## config.mk

```make
export PLATFORM = sky130hd
export DESIGN_NAME = seq_match_ctrl_flat
export DESIGN_NICKNAME = d
export VERILOG_FILES = /design/src/rtl/seq_match_pkg.sv /design/src/rtl/seq_match_ctrl_if.sv /design/src/rtl/seq_match_window.sv /design/src/rtl/seq_match_ctrl.sv /design/src/flat_wrapper.sv
export SDC_FILE = /design/constraint.sdc
export NUM_CORES = 1
export LEC_CHECK = 0
export ABC_CLOCK_PERIOD_IN_PS = 2700
export CAP_MARGIN = 10
export CORE_MARGIN = 5
export CORE_UTILIZATION = 48
export DETAILED_ROUTE_END_ITERATION = 10
export PLACE_DENSITY_LB_ADDON = 0.3
export SETUP_SLACK_MARGIN = 0.1
export SYNTH_ARGS = -nofsm -noshare
export SYNTH_HDL_FRONTEND = slang
export SYNTH_SLANG_ARGS = --single-unit
```

## constraint.sdc

```tcl
create_clock -name clk -period 2.7 [get_ports clk]
set_input_delay 0.54 -clock clk [delete_from_list [all_inputs] [get_ports clk]]
set_output_delay 0.54 -clock clk [all_outputs]
set_load 0.03 [all_outputs]
```

## src/rtl/seq_match_pkg.sv

```systemverilog
// Shared types and helpers for the programmable serial pattern detector.
package seq_match_pkg;

    localparam int MAX_LEN_DEF = 8;
    localparam int CNT_W_DEF   = 8;
    localparam int LEN_W       = 4;

    typedef enum logic [1:0] {
        IDLE,
        HUNT,
        DONE
    } state_t;

    // Low 'len' bits set; callers truncate to their pattern width.
    function automatic logic [15:0] mask_len(input logic [LEN_W-1:0] len);
        return 16'((17'd1 << len) - 17'd1);
    endfunction

endpackage

```

## src/rtl/seq_match_ctrl_if.sv

```systemverilog
// Config, control, serial-input and status signals of the pattern detector.
interface seq_match_ctrl_if
    import seq_match_pkg::*;
#(
    parameter int MAX_LEN = MAX_LEN_DEF,
    parameter int CNT_W   = CNT_W_DEF
) ();

    logic               cfg_we;
    logic [MAX_LEN-1:0] cfg_pattern;
    logic [LEN_W-1:0]   cfg_len;
    logic               cfg_overlap;
    logic [CNT_W-1:0]   cfg_limit;
    logic               start;
    logic               abort;
    logic               in_valid;
    logic               in_bit;
    logic               busy;
    logic               match;
    logic [CNT_W-1:0]   match_cnt;
    logic               done;
    logic               cfg_err;

    modport master (
        output cfg_we, cfg_pattern, cfg_len, cfg_overlap, cfg_limit,
        output start, abort, in_valid, in_bit,
        input  busy, match, match_cnt, done, cfg_err
    );

    modport slave (
        input  cfg_we, cfg_pattern, cfg_len, cfg_overlap, cfg_limit,
        input  start, abort, in_valid, in_bit,
        output busy, match, match_cnt, done, cfg_err
    );

endinterface

```

## src/rtl/seq_match_window.sv

```systemverilog
// Bit history, fill counter and masked comparator; hit is combinational on the shifting bit.
module seq_match_window
    import seq_match_pkg::*;
#(
    parameter int MAX_LEN = MAX_LEN_DEF
) (
    input  logic               clk,
    input  logic               rst,
    input  logic               shift,
    input  logic               clear,
    input  logic               restart_fill,
    input  logic               data_bit,
    input  logic [MAX_LEN-1:0] pattern,
    input  logic [LEN_W-1:0]   len,
    output logic               hit
);

    logic [MAX_LEN-1:0] hist_q;
    logic [MAX_LEN-1:0] hist_new;
    logic [MAX_LEN-1:0] mask;
    logic [LEN_W-1:0]   fill_q;
    logic               full;

    assign hist_new = (hist_q << 1) | MAX_LEN'(data_bit);
    assign mask     = MAX_LEN'(mask_len(len));
    assign full     = ({1'b0, fill_q} + (LEN_W+1)'(1)) >= {1'b0, len};
    assign hit      = shift && full && (((hist_new ^ pattern) & mask) == '0);

    // Non-overlap mode restarts the fill so the next hit needs len fresh bits.
    always_ff @(posedge clk) begin
        if (rst || clear) begin
            hist_q <= '0;
            fill_q <= '0;
        end else if (shift) begin
            hist_q <= hist_new;
            if (hit && restart_fill) begin
                fill_q <= '0;
            end else if (fill_q < len) begin
                fill_q <= fill_q + LEN_W'(1);
            end
        end
    end

endmodule

```

## src/rtl/seq_match_ctrl.sv

```systemverilog
// Arms, sequences and counts matches of a runtime-programmable serial pattern detector.
module seq_match_ctrl
    import seq_match_pkg::*;
#(
    parameter int MAX_LEN = MAX_LEN_DEF,
    parameter int CNT_W   = CNT_W_DEF
) (
    input logic             clk,
    input logic             rst,
    seq_match_ctrl_if.slave bus
);

    state_t             state_q;
    state_t             state_d;
    logic [MAX_LEN-1:0] pattern_q;
    logic [LEN_W-1:0]   len_q;
    logic               overlap_q;
    logic [CNT_W-1:0]   limit_q;
    logic [CNT_W-1:0]   cnt_q;
    logic [CNT_W-1:0]   cnt_d;
    logic [CNT_W-1:0]   cnt_inc;
    logic               match_q;
    logic               cfg_err_q;
    logic               cfg_err_d;
    logic               cfg_load;
    logic               legal;
    logic               shift;
    logic               clear;
    logic               hit;

    assign legal   = (len_q != '0) && (len_q <= LEN_W'(MAX_LEN));
    assign shift   = (state_q == HUNT) && bus.in_valid && !bus.abort;
    assign cnt_inc = (cnt_q == '1) ? cnt_q : cnt_q + CNT_W'(1);

    seq_match_window #(
        .MAX_LEN (MAX_LEN)
    ) u_window (
        .clk          (clk),
        .rst          (rst),
        .shift        (shift),
        .clear        (clear),
        .restart_fill (!overlap_q),
        .data_bit     (bus.in_bit),
        .pattern      (pattern_q),
        .len          (len_q),
        .hit          (hit)
    );

    // Start always judges the config already held, so a same-cycle write only affects later starts.
    always_comb begin
        state_d   = state_q;
        cnt_d     = cnt_q;
        cfg_err_d = 1'b0;
        cfg_load  = 1'b0;
        clear     = 1'b0;
        case (state_q)
            HUNT: begin
                cfg_err_d = bus.cfg_we;
                if (bus.abort) begin
                    state_d = IDLE;
                end else if (hit) begin
                    cnt_d = cnt_inc;
                    if ((limit_q != '0) && (cnt_inc == limit_q)) begin
                        state_d = DONE;
                    end
                end
            end
            default: begin
                cfg_load = bus.cfg_we;
                if (bus.start && !bus.abort) begin
                    if (legal) begin
                        state_d = HUNT;
                        cnt_d   = '0;
                        clear   = 1'b1;
                    end else begin
                        cfg_err_d = 1'b1;
                    end
                end
            end
        endcase
    end

    always_ff @(posedge clk) begin
        if (rst) begin
            state_q   <= IDLE;
            pattern_q <= '0;
            len_q     <= '0;
            overlap_q <= 1'b0;
            limit_q   <= '0;
            cnt_q     <= '0;
            match_q   <= 1'b0;
            cfg_err_q <= 1'b0;
        end else begin
            state_q   <= state_d;
            cnt_q     <= cnt_d;
            match_q   <= hit;
            cfg_err_q <= cfg_err_d;
            if (cfg_load) begin
                pattern_q <= bus.cfg_pattern;
                len_q     <= bus.cfg_len;
                overlap_q <= bus.cfg_overlap;
                limit_q   <= bus.cfg_limit;
            end
        end
    end

    assign bus.busy      = (state_q == HUNT);
    assign bus.done      = (state_q == DONE);
    assign bus.match     = match_q;
    assign bus.match_cnt = cnt_q;
    assign bus.cfg_err   = cfg_err_q;

endmodule

```

## src/flat_wrapper.sv

```systemverilog
// flat-port wrapper written by rule: the top's interface ports become plain ports
module seq_match_ctrl_flat import seq_match_pkg::*;
#(
    parameter int MAX_LEN = MAX_LEN_DEF,
    parameter int CNT_W   = CNT_W_DEF
)
  (clk, rst, bus_cfg_we, bus_cfg_pattern, bus_cfg_len, bus_cfg_overlap, bus_cfg_limit, bus_start, bus_abort, bus_in_valid, bus_in_bit, bus_busy, bus_match, bus_match_cnt, bus_done, bus_cfg_err);
  seq_match_ctrl_if #(.MAX_LEN(MAX_LEN), .CNT_W(CNT_W)) bus_i ();
  input logic clk;
  input logic rst;
  input wire logic [$bits(bus_i.cfg_we)-1:0] bus_cfg_we;
  input wire logic [$bits(bus_i.cfg_pattern)-1:0] bus_cfg_pattern;
  input wire logic [$bits(bus_i.cfg_len)-1:0] bus_cfg_len;
  input wire logic [$bits(bus_i.cfg_overlap)-1:0] bus_cfg_overlap;
  input wire logic [$bits(bus_i.cfg_limit)-1:0] bus_cfg_limit;
  input wire logic [$bits(bus_i.start)-1:0] bus_start;
  input wire logic [$bits(bus_i.abort)-1:0] bus_abort;
  input wire logic [$bits(bus_i.in_valid)-1:0] bus_in_valid;
  input wire logic [$bits(bus_i.in_bit)-1:0] bus_in_bit;
  output wire logic [$bits(bus_i.busy)-1:0] bus_busy;
  output wire logic [$bits(bus_i.match)-1:0] bus_match;
  output wire logic [$bits(bus_i.match_cnt)-1:0] bus_match_cnt;
  output wire logic [$bits(bus_i.done)-1:0] bus_done;
  output wire logic [$bits(bus_i.cfg_err)-1:0] bus_cfg_err;
  assign bus_i.cfg_we = bus_cfg_we;
  assign bus_i.cfg_pattern = bus_cfg_pattern;
  assign bus_i.cfg_len = bus_cfg_len;
  assign bus_i.cfg_overlap = bus_cfg_overlap;
  assign bus_i.cfg_limit = bus_cfg_limit;
  assign bus_i.start = bus_start;
  assign bus_i.abort = bus_abort;
  assign bus_i.in_valid = bus_in_valid;
  assign bus_i.in_bit = bus_in_bit;
  assign bus_busy = bus_i.busy;
  assign bus_match = bus_i.match;
  assign bus_match_cnt = bus_i.match_cnt;
  assign bus_done = bus_i.done;
  assign bus_cfg_err = bus_i.cfg_err;
  seq_match_ctrl #(.MAX_LEN(MAX_LEN), .CNT_W(CNT_W)) u_core (.clk(clk), .rst(rst), .bus(bus_i));
endmodule
```

Yosys cells after proc, flatten, opt, wreduce, memory -nomap -nowiden

Cells that the tools add are included.

Word-level logic and storage cells: 70
Flip-flop bits (word level): 44
Output and inout bits: 12
Input bits: 28

Eq/ne operators: 8
Bitwise operators: 3
Shift operators: 1
Order comparisons: 3
Reduce and logical (&&, ||, !) cells: 20
Mux-type cells: 21
$add $sub $neg: 4

Operators with widths:

| operator            | count |
|---|---|
| $mux 8              | 6 |
| $mux 2              | 6 |
| $add 8x1->8 const B | 1 |
| $and 8x8->8         | 1 |
| $eq 8x8->1          | 1 |
| $eq 8x8->1 const B  | 1 |
| $logic_and 1x1->1   | 8 |
| $logic_not 8->1     | 1 |
| $mux 4              | 2 |
| $or 8x1->8          | 1 |
| $reduce_and 4->1    | 2 |
| $reduce_bool 8->1   | 1 |
| $shl 1x4->8 const A | 1 |
| $sub 8x1->8 const B | 1 |
| $xor 8x8->8         | 1 |
| $mux 1              | 7 |
| $ne 3x2->1 const B  | 2 |
| $reduce_bool 2->1   | 3 |
| $add 4x1->5 const B | 1 |
| $ge 5x4->1          | 1 |
| $add 4x1->4 const B | 1 |
| $le 4x4->1 const B  | 1 |
| $lt 4x4->1          | 1 |
| $reduce_bool 4->1   | 1 |
| other kinds (7)     | 8 |

Depth between registers and ports, before layout

Depth in word-level cells: 8
Gate-level depth with buffers: 11
Gate-level depth less buffers: 9

Modules after synthesis

From an unflattened synthesis, not the netlist that was laid out.

Cell total of the unflattened synthesis: 328
Area, all modules: 2693.8 um^2

By module, submodules not included:

| module           | cells an instance | seq. area each (um^2) | area each (um^2) | times used |
|---|---|---|---|---|
| seq_match_ctrl   | 219               | 660.6                 | 1737.9           | 1 |
| seq_match_window | 109               | 220.2                 | 955.9            | 1 |

Worst setup path after synthesis

Ideal clock, no wire load.

Path kind: register -> register
Start point: register u_core.len_q[0]
End point: register u_core.cnt_q[5] (netlist: u_core.bus.match_cnt[5])
Setup slack: 5 ps
Arrival: 2574 ps
Path buffers: 2
Library setup time: 121 ps
Period minus slack after synthesis: 2695 ps
Data required time: 2579 ps
Cell stages (with the launch flop): 10
Cells stage by stage: dfxtp_1 > buf_2 > or4_4 > ha_1 > xor2_1 > a22o_1 > or3_1 > buf_2 > nor3_1 > mux2_2

Cells in the longest elaborated chain, start to end: 7
Elaborated cells on any way between the ends: 13
Those cells by class: 1 x add/sub; 2 x order compare; 1 x eq/ne; 1 x shift; 1 x bitwise; 7 x reduce/logical

Ends and longest elaborated chain:

| what                                  | RTL line               | text |
|---|---|---|
| start, declared                       | seq_match_ctrl.sv:16   | `logic [LEN_W-1:0] len_q;` |
| start signal, assigned                | seq_match_ctrl.sv:100  | `len_q <= bus.cfg_len;` |
| $shl 1x4->8                           | seq_match_pkg.sv:16    | `return 16'((17'd1 << len) - 17'd1);` |
| $sub 8x1->8                           | seq_match_pkg.sv:16    |  |
| $and 8x8->8                           | seq_match_window.sv:27 | `assign hit = shift && full && (((hist_new ^ pattern) & mask) == '0);` |
| $logic_not 8->1                       | seq_match_window.sv:27 |  |
| $logic_and 1x1->1                     | seq_match_window.sv:27 |  |
| $ne 2x1->1 (no source line)           | --                     |  |
| $reduce_and 4->1 (no source line) (*) | --                     |  |
| end signal, assigned                  | seq_match_ctrl.sv:95   | `cnt_q <= cnt_d;` |
| end, declared                         | seq_match_ctrl.sv:19   | `logic [CNT_W-1:0] cnt_q;` |

Every way passes the cells marked *; elsewhere a longest branch is shown, timed or not.
A chain may end at the register's enable or synchronous reset.

Worst setup path after layout

Start point: register u_core.len_q[2]
End point: register u_core.cnt_q[4] (netlist: u_core.bus.match_cnt[4])

Same word-level chain as after synthesis.

==> results by stage <==
Critical path:
- At the worst endpoint, the arrival time is between 2000 and 3000 ps.
- STA classifies the critical path startpoint as a flop.
- The highest cell delay on the worst timing path is around 580 ps.
- The critical path capture point type is a flop.
- The required time at the endpoint of the critical path is 2900 ps.
- Of all nets on the critical path, the largest fanout is 8.
- The type of the worst setup path is reg2reg.
- The critical path goes through or4_4 -> ha_4 -> xor2_1 -> a22o_1 -> or3_4 -> nor3_4 -> mux2_4.
- The slowest stage of the critical path belongs to the cell sky130_fd_sc_hd__or4_4.

Clock network:
- The maximum buffer depth of the clock tree is 2.
- The clock latency of the later-clocked register in the worst-skew pair is roughly 300 ps.
- After clock tree synthesis, the setup repair step added 0 buffers.
- The sink count of the clock tree is between 40 and 50.
- The clock tree synthesis step divided the H-tree into 2 levels.
- The number of buffers inserted during clock tree synthesis is 5.
- The clock transition at the registers of the reported paths is around 90 ps.
- TritonCTS built the clock tree.
- The root buffer cell is sky130_fd_sc_hd__clkbuf_8.

GRT:
- The initial antenna violation count came to 0.
- The first-pass GRT wire length is 10200 um.
- The pin count of the biggest net entering global routing is 22.
- Global routing consumed, over all layers together, a little under 20% of the routing resources.
- The number of global-route vias before repair is ~2200.
- Global routing finished with a remaining overflow of 0.

Detailed routing:
- The via count is about 2400.
- After detailed routing, the average wire length per cell comes to 14.5 um.
- For this run, design rule violations remaining after detail routing come to 0.
- The count of antenna-violating nets left after detailed routing is 0.
- After the first detailed-routing iteration, the DRC count stood at between 90 and 100.
- The post-detailed-route via-to-cell ratio is ~5.7.
- The final layout contains routed wiring with a total length of roughly 6300 um.
- For this run, the detailed router's first-pass iteration total came to 4.

Synthesis:
- Yosys attributes the largest share of cell area to sky130_fd_sc_hd__dfxtp_1 35%, sky130_fd_sc_hd__nand2_1 9.4%, sky130_fd_sc_hd__a21oi_1 8.0%.
- By area, the combinational part of the netlist is dominated by simple AND/OR/NAND/NOR gates.
- After synthesis, the largest area contributor takes up 35.1% of total cell area.
- Synthesis inferred 44 register bits.
- After synthesis the cells add up to ~2500 sq um.
- The synthesized netlist cell count is 320.
- Of the total synthesized cell area, the portion taken by AND, OR, NAND and NOR gates is ~24%.
- For this run, the leading register cell type out of synthesis is sky130_fd_sc_hd__dfxtp_1.
- Of the post-synthesis cell area, the part taken by muxes is between 2 and 2.5%.
- Ranked by instance count, the synthesized netlist is headed by 63 x sky130_fd_sc_hd__nand2_1, 44 x sky130_fd_sc_hd__dfxtp_1, 40 x sky130_fd_sc_hd__a21oi_1, 18 x sky130_fd_sc_hd__clkbuf_1, 12 x sky130_fd_sc_hd__xor2_1.
- Yosys instantiated no cell more often than sky130_fd_sc_hd__nand2_1.
- The synthesized design contains 0 enable-type register cells.
- The number of nets in the synthesized netlist is between 300 and 400.
- The count of unique library cells instantiated by Yosys is 46.
- The register area share after synthesis is between 30% and 40%.
- Each instance of the synthesized netlist takes up on average between 7 and 8 sq um.
- The total of warnings raised by yosys is 0.
- The post-synthesis compound-gate area fraction is between 20% and 30%.
- Summing the areas of all fa, ha and maj instances in the mapped netlist gives ~5.5% of the synthesized area.
- Of all flip-flops after synthesis, the portion carrying an async set or reset was 0%.
- The largest total area in the synthesized netlist belongs to sky130_fd_sc_hd__dfxtp_1.
- The synthesized netlist devotes between 7 and 8% of its cell area to XOR and XNOR gates.

STA:
- The worst pin sits at a relative slew slack of around 52%.
- The maximum clock frequency is approximately 400 MHz.
- The final critical delay including setup and external delays is between 2000 and 2500 ps.
- Summed over all failing endpoints, the final setup total negative slack is 0 ps.
- The final max-slew violation count is 0.
- At the pin with the least slew margin, the transition time is 722 ps.
- The number of hold violations in the final report is 0.
- The setup slack after layout is 225 ps.
- Setup repair after global routing left no endpoint under its margin.
- The final-report setup violation count is 0.
- The worst-case clock skew is between 7 and 8 ps.
- The final clock period utilization by the worst path is between 90% and 100%.

Layout:
- The number of antenna diodes in the final layout is 0.
- From synthesis to final layout, the design area changed by 26.2%.
- The final non-filler cell total is ~430.
- In the final design database the tool counted 400 nets.
- In the final layout, the share of cells above drive strength 1 is a little over a tenth.

Power:
- The share of total power dissipated in sequential elements is between 50 and 60%.
- For this design the ratio of total power to cell area is ~430 nW/um^2.
- The reported net switching power is around 400 uW.
- The design internal power is 968 uW.
- The worst vdd rail ir drop is 0.269 mV.
- The fraction of power spent switching nets is between 20% and 30%.
- The leakage power summed over all cells is between 0.001 and 0.0015 uW.
- The power share of the combinational group is about 18%.
- The clock share of power is 31.9%.

Place:
- The setup slack after placement is between 90 and 100 ps.
- The count of placed standard cells including taps is approximately 420.
- The count of buffers added on input and output ports is 39.
- At the end of routability-driven placement, the weighted congestion stood at 0.919.
- The wire-length estimate of the detail-placed layout is 4730 um.

Job:
- Max-cap violations in this run came to 0.

Floorplan:
- The starting utilization of the core area is about half.
- The core area is 5070 sq um.
- The die covers slightly below 7000 sq um.
- The die is ~82 um tall.
- The total I/O pin count is 40.
- Measured along the x axis, the die boundary spans about 80 um.
- The initialized floorplan defines 26 standard-cell rows.

Worst hold path:
- The type of the most critical hold path is reg2reg.

Status:
- The flow ran to the end, and the final reports show no timing, DRC or antenna violations.
## metal layers
layer | wire length, um | track usage [%] | share of wire, % | vias up
met4 | 99 | 5.98 | 1.6 | 0
met1 | 2940 | 26.2 | 47 | 1146
met2 | 2870 | 30.9 | 46 | 69
met3 | 369 | 3.58 | 5.9 | 11
met5 | 0 | 0 | 0 | -
li1 | - | - | - | 1222
## path summary, 6_finish.rpt
path,startpoint,end,cells after the start,slack [ps]
hold / removal,u_core.overlap_q,u_core.overlap_q,2,470
hold reg to reg,u_core.overlap_q,u_core.overlap_q,2,470
setup / recovery,u_core.len_q[2],u_core.bus.match_cnt[4],7,220
setup reg to reg,u_core.len_q[2],u_core.bus.match_cnt[4],7,220
## state kept, by name, indices dropped and copies added, names as in the netlist
register                cells
u_core.u_window.hist_q      7
u_core.bus.match_cnt        8
u_core.state_q              2
u_core.bus.match            1
u_core.bus.cfg_err          1
u_core.limit_q              8
u_core.len_q                4
u_core.overlap_q            1
u_core.u_window.fill_q      4
u_core.pattern_q            8
## logic make-up (layout without fill, tap and decap cells)
logic type                 after synthesis  count (layout)
muxes                                    5               5
DFF                                     44              44
AOI/OAI and AO/OA                       86              86
buffers and inverters                   28              70
and+or+nand+nor                        125             125
adders and majority gates               11              11
xor gates and xnor gates                21              21
## power by group through the flow
stage / Sequential [uW] / Combinational (uW) / Clock, uW
after floorplan: 701 / 150 / 0
after global placement: 703 / 231 / 0
after detailed placement: 704 / 236 / 0
after CTS: 689 / 237 / 434
after global routing: 692 / 266 / 460
final: 689 / 240 / 435
## layout make-up
type,count,area (sq um)
fillers,469,1910
multi-input cells,248,1570
flip-flops and latches,44,883
repair buffers,55,510
well taps,70,87.6
clock buffers,6,72.6
inverters,7,26.3
clock inverters,2,16.3
## worst max-delay path, delay by kind of cell (launching register included)
| kind | cells | cell delay (ps) |
|---|---|---|
| multiplexers | 1 | 310 |
| AO/OA/AOI/OAI | 1 | 210 |
| XOR/XNOR | 1 | 160 |
| adder cells (fa/ha/maj) | 1 | 210 |
| AND/OR/NAND/NOR | 3 | 1170 |
| flip-flops | 1 | 320 |
## metrics by stage
stage	total power, uW	hold WS, ps	cell area [sq um]	utilization, %
finish	1360	465	3170	62.4
global route	1420	496	3170	62.4
CTS	1360	473	3150	62.1
detailed placement	940	461	3060	60.3
global placement	934	446	3060	60.3
floorplan	851	436	2560	-
## cells in the final DEF, fill, tap and decap left out, types with 2 or more instances in the layout
cell type	Yosys	layout
sky130_fd_sc_hd__clkbuf_8	0	5
sky130_fd_sc_hd__dfxtp_2	0	2
sky130_fd_sc_hd__a311oi_1	2	2
sky130_fd_sc_hd__dfxtp_1	44	42
sky130_fd_sc_hd__o21ai_1	1	2
sky130_fd_sc_hd__or3_1	4	3
sky130_fd_sc_hd__nor4b_1	2	2
sky130_fd_sc_hd__nor3_1	10	7
sky130_fd_sc_hd__nand2b_1	5	5
sky130_fd_sc_hd__inv_1	7	7
sky130_fd_sc_hd__nor3_4	0	2
sky130_fd_sc_hd__nand2_1	63	63
sky130_fd_sc_hd__clkdlybuf4s50_1	0	39
sky130_fd_sc_hd__a31oi_1	10	10
sky130_fd_sc_hd__o21a_1	5	5
sky130_fd_sc_hd__o21ai_0	8	7
sky130_fd_sc_hd__o31ai_1	3	3
sky130_fd_sc_hd__nor4_1	5	5
sky130_fd_sc_hd__ha_1	11	9
sky130_fd_sc_hd__a211oi_1	5	5
sky130_fd_sc_hd__xnor2_1	9	9
sky130_fd_sc_hd__nand3_1	8	8
sky130_fd_sc_hd__xor2_1	12	12
sky130_fd_sc_hd__nand4_1	3	3
sky130_fd_sc_hd__o211ai_1	4	4
sky130_fd_sc_hd__buf_4	0	16
sky130_fd_sc_hd__and3b_1	2	2
sky130_fd_sc_hd__a21oi_1	40	40
sky130_fd_sc_hd__mux2_4	0	2
sky130_fd_sc_hd__nor2_1	11	11
sky130_fd_sc_hd__and4_1	4	4
sky130_fd_sc_hd__mux2i_1	3	3
## timing repair
item,4_1_cts,5_1_grt
pin swaps,0,1
hold buffers,0,0
endpoints found under the setup margin,1,5
gates resized for setup,1,6
Note: power is estimated with default switching activity, not from simulation.
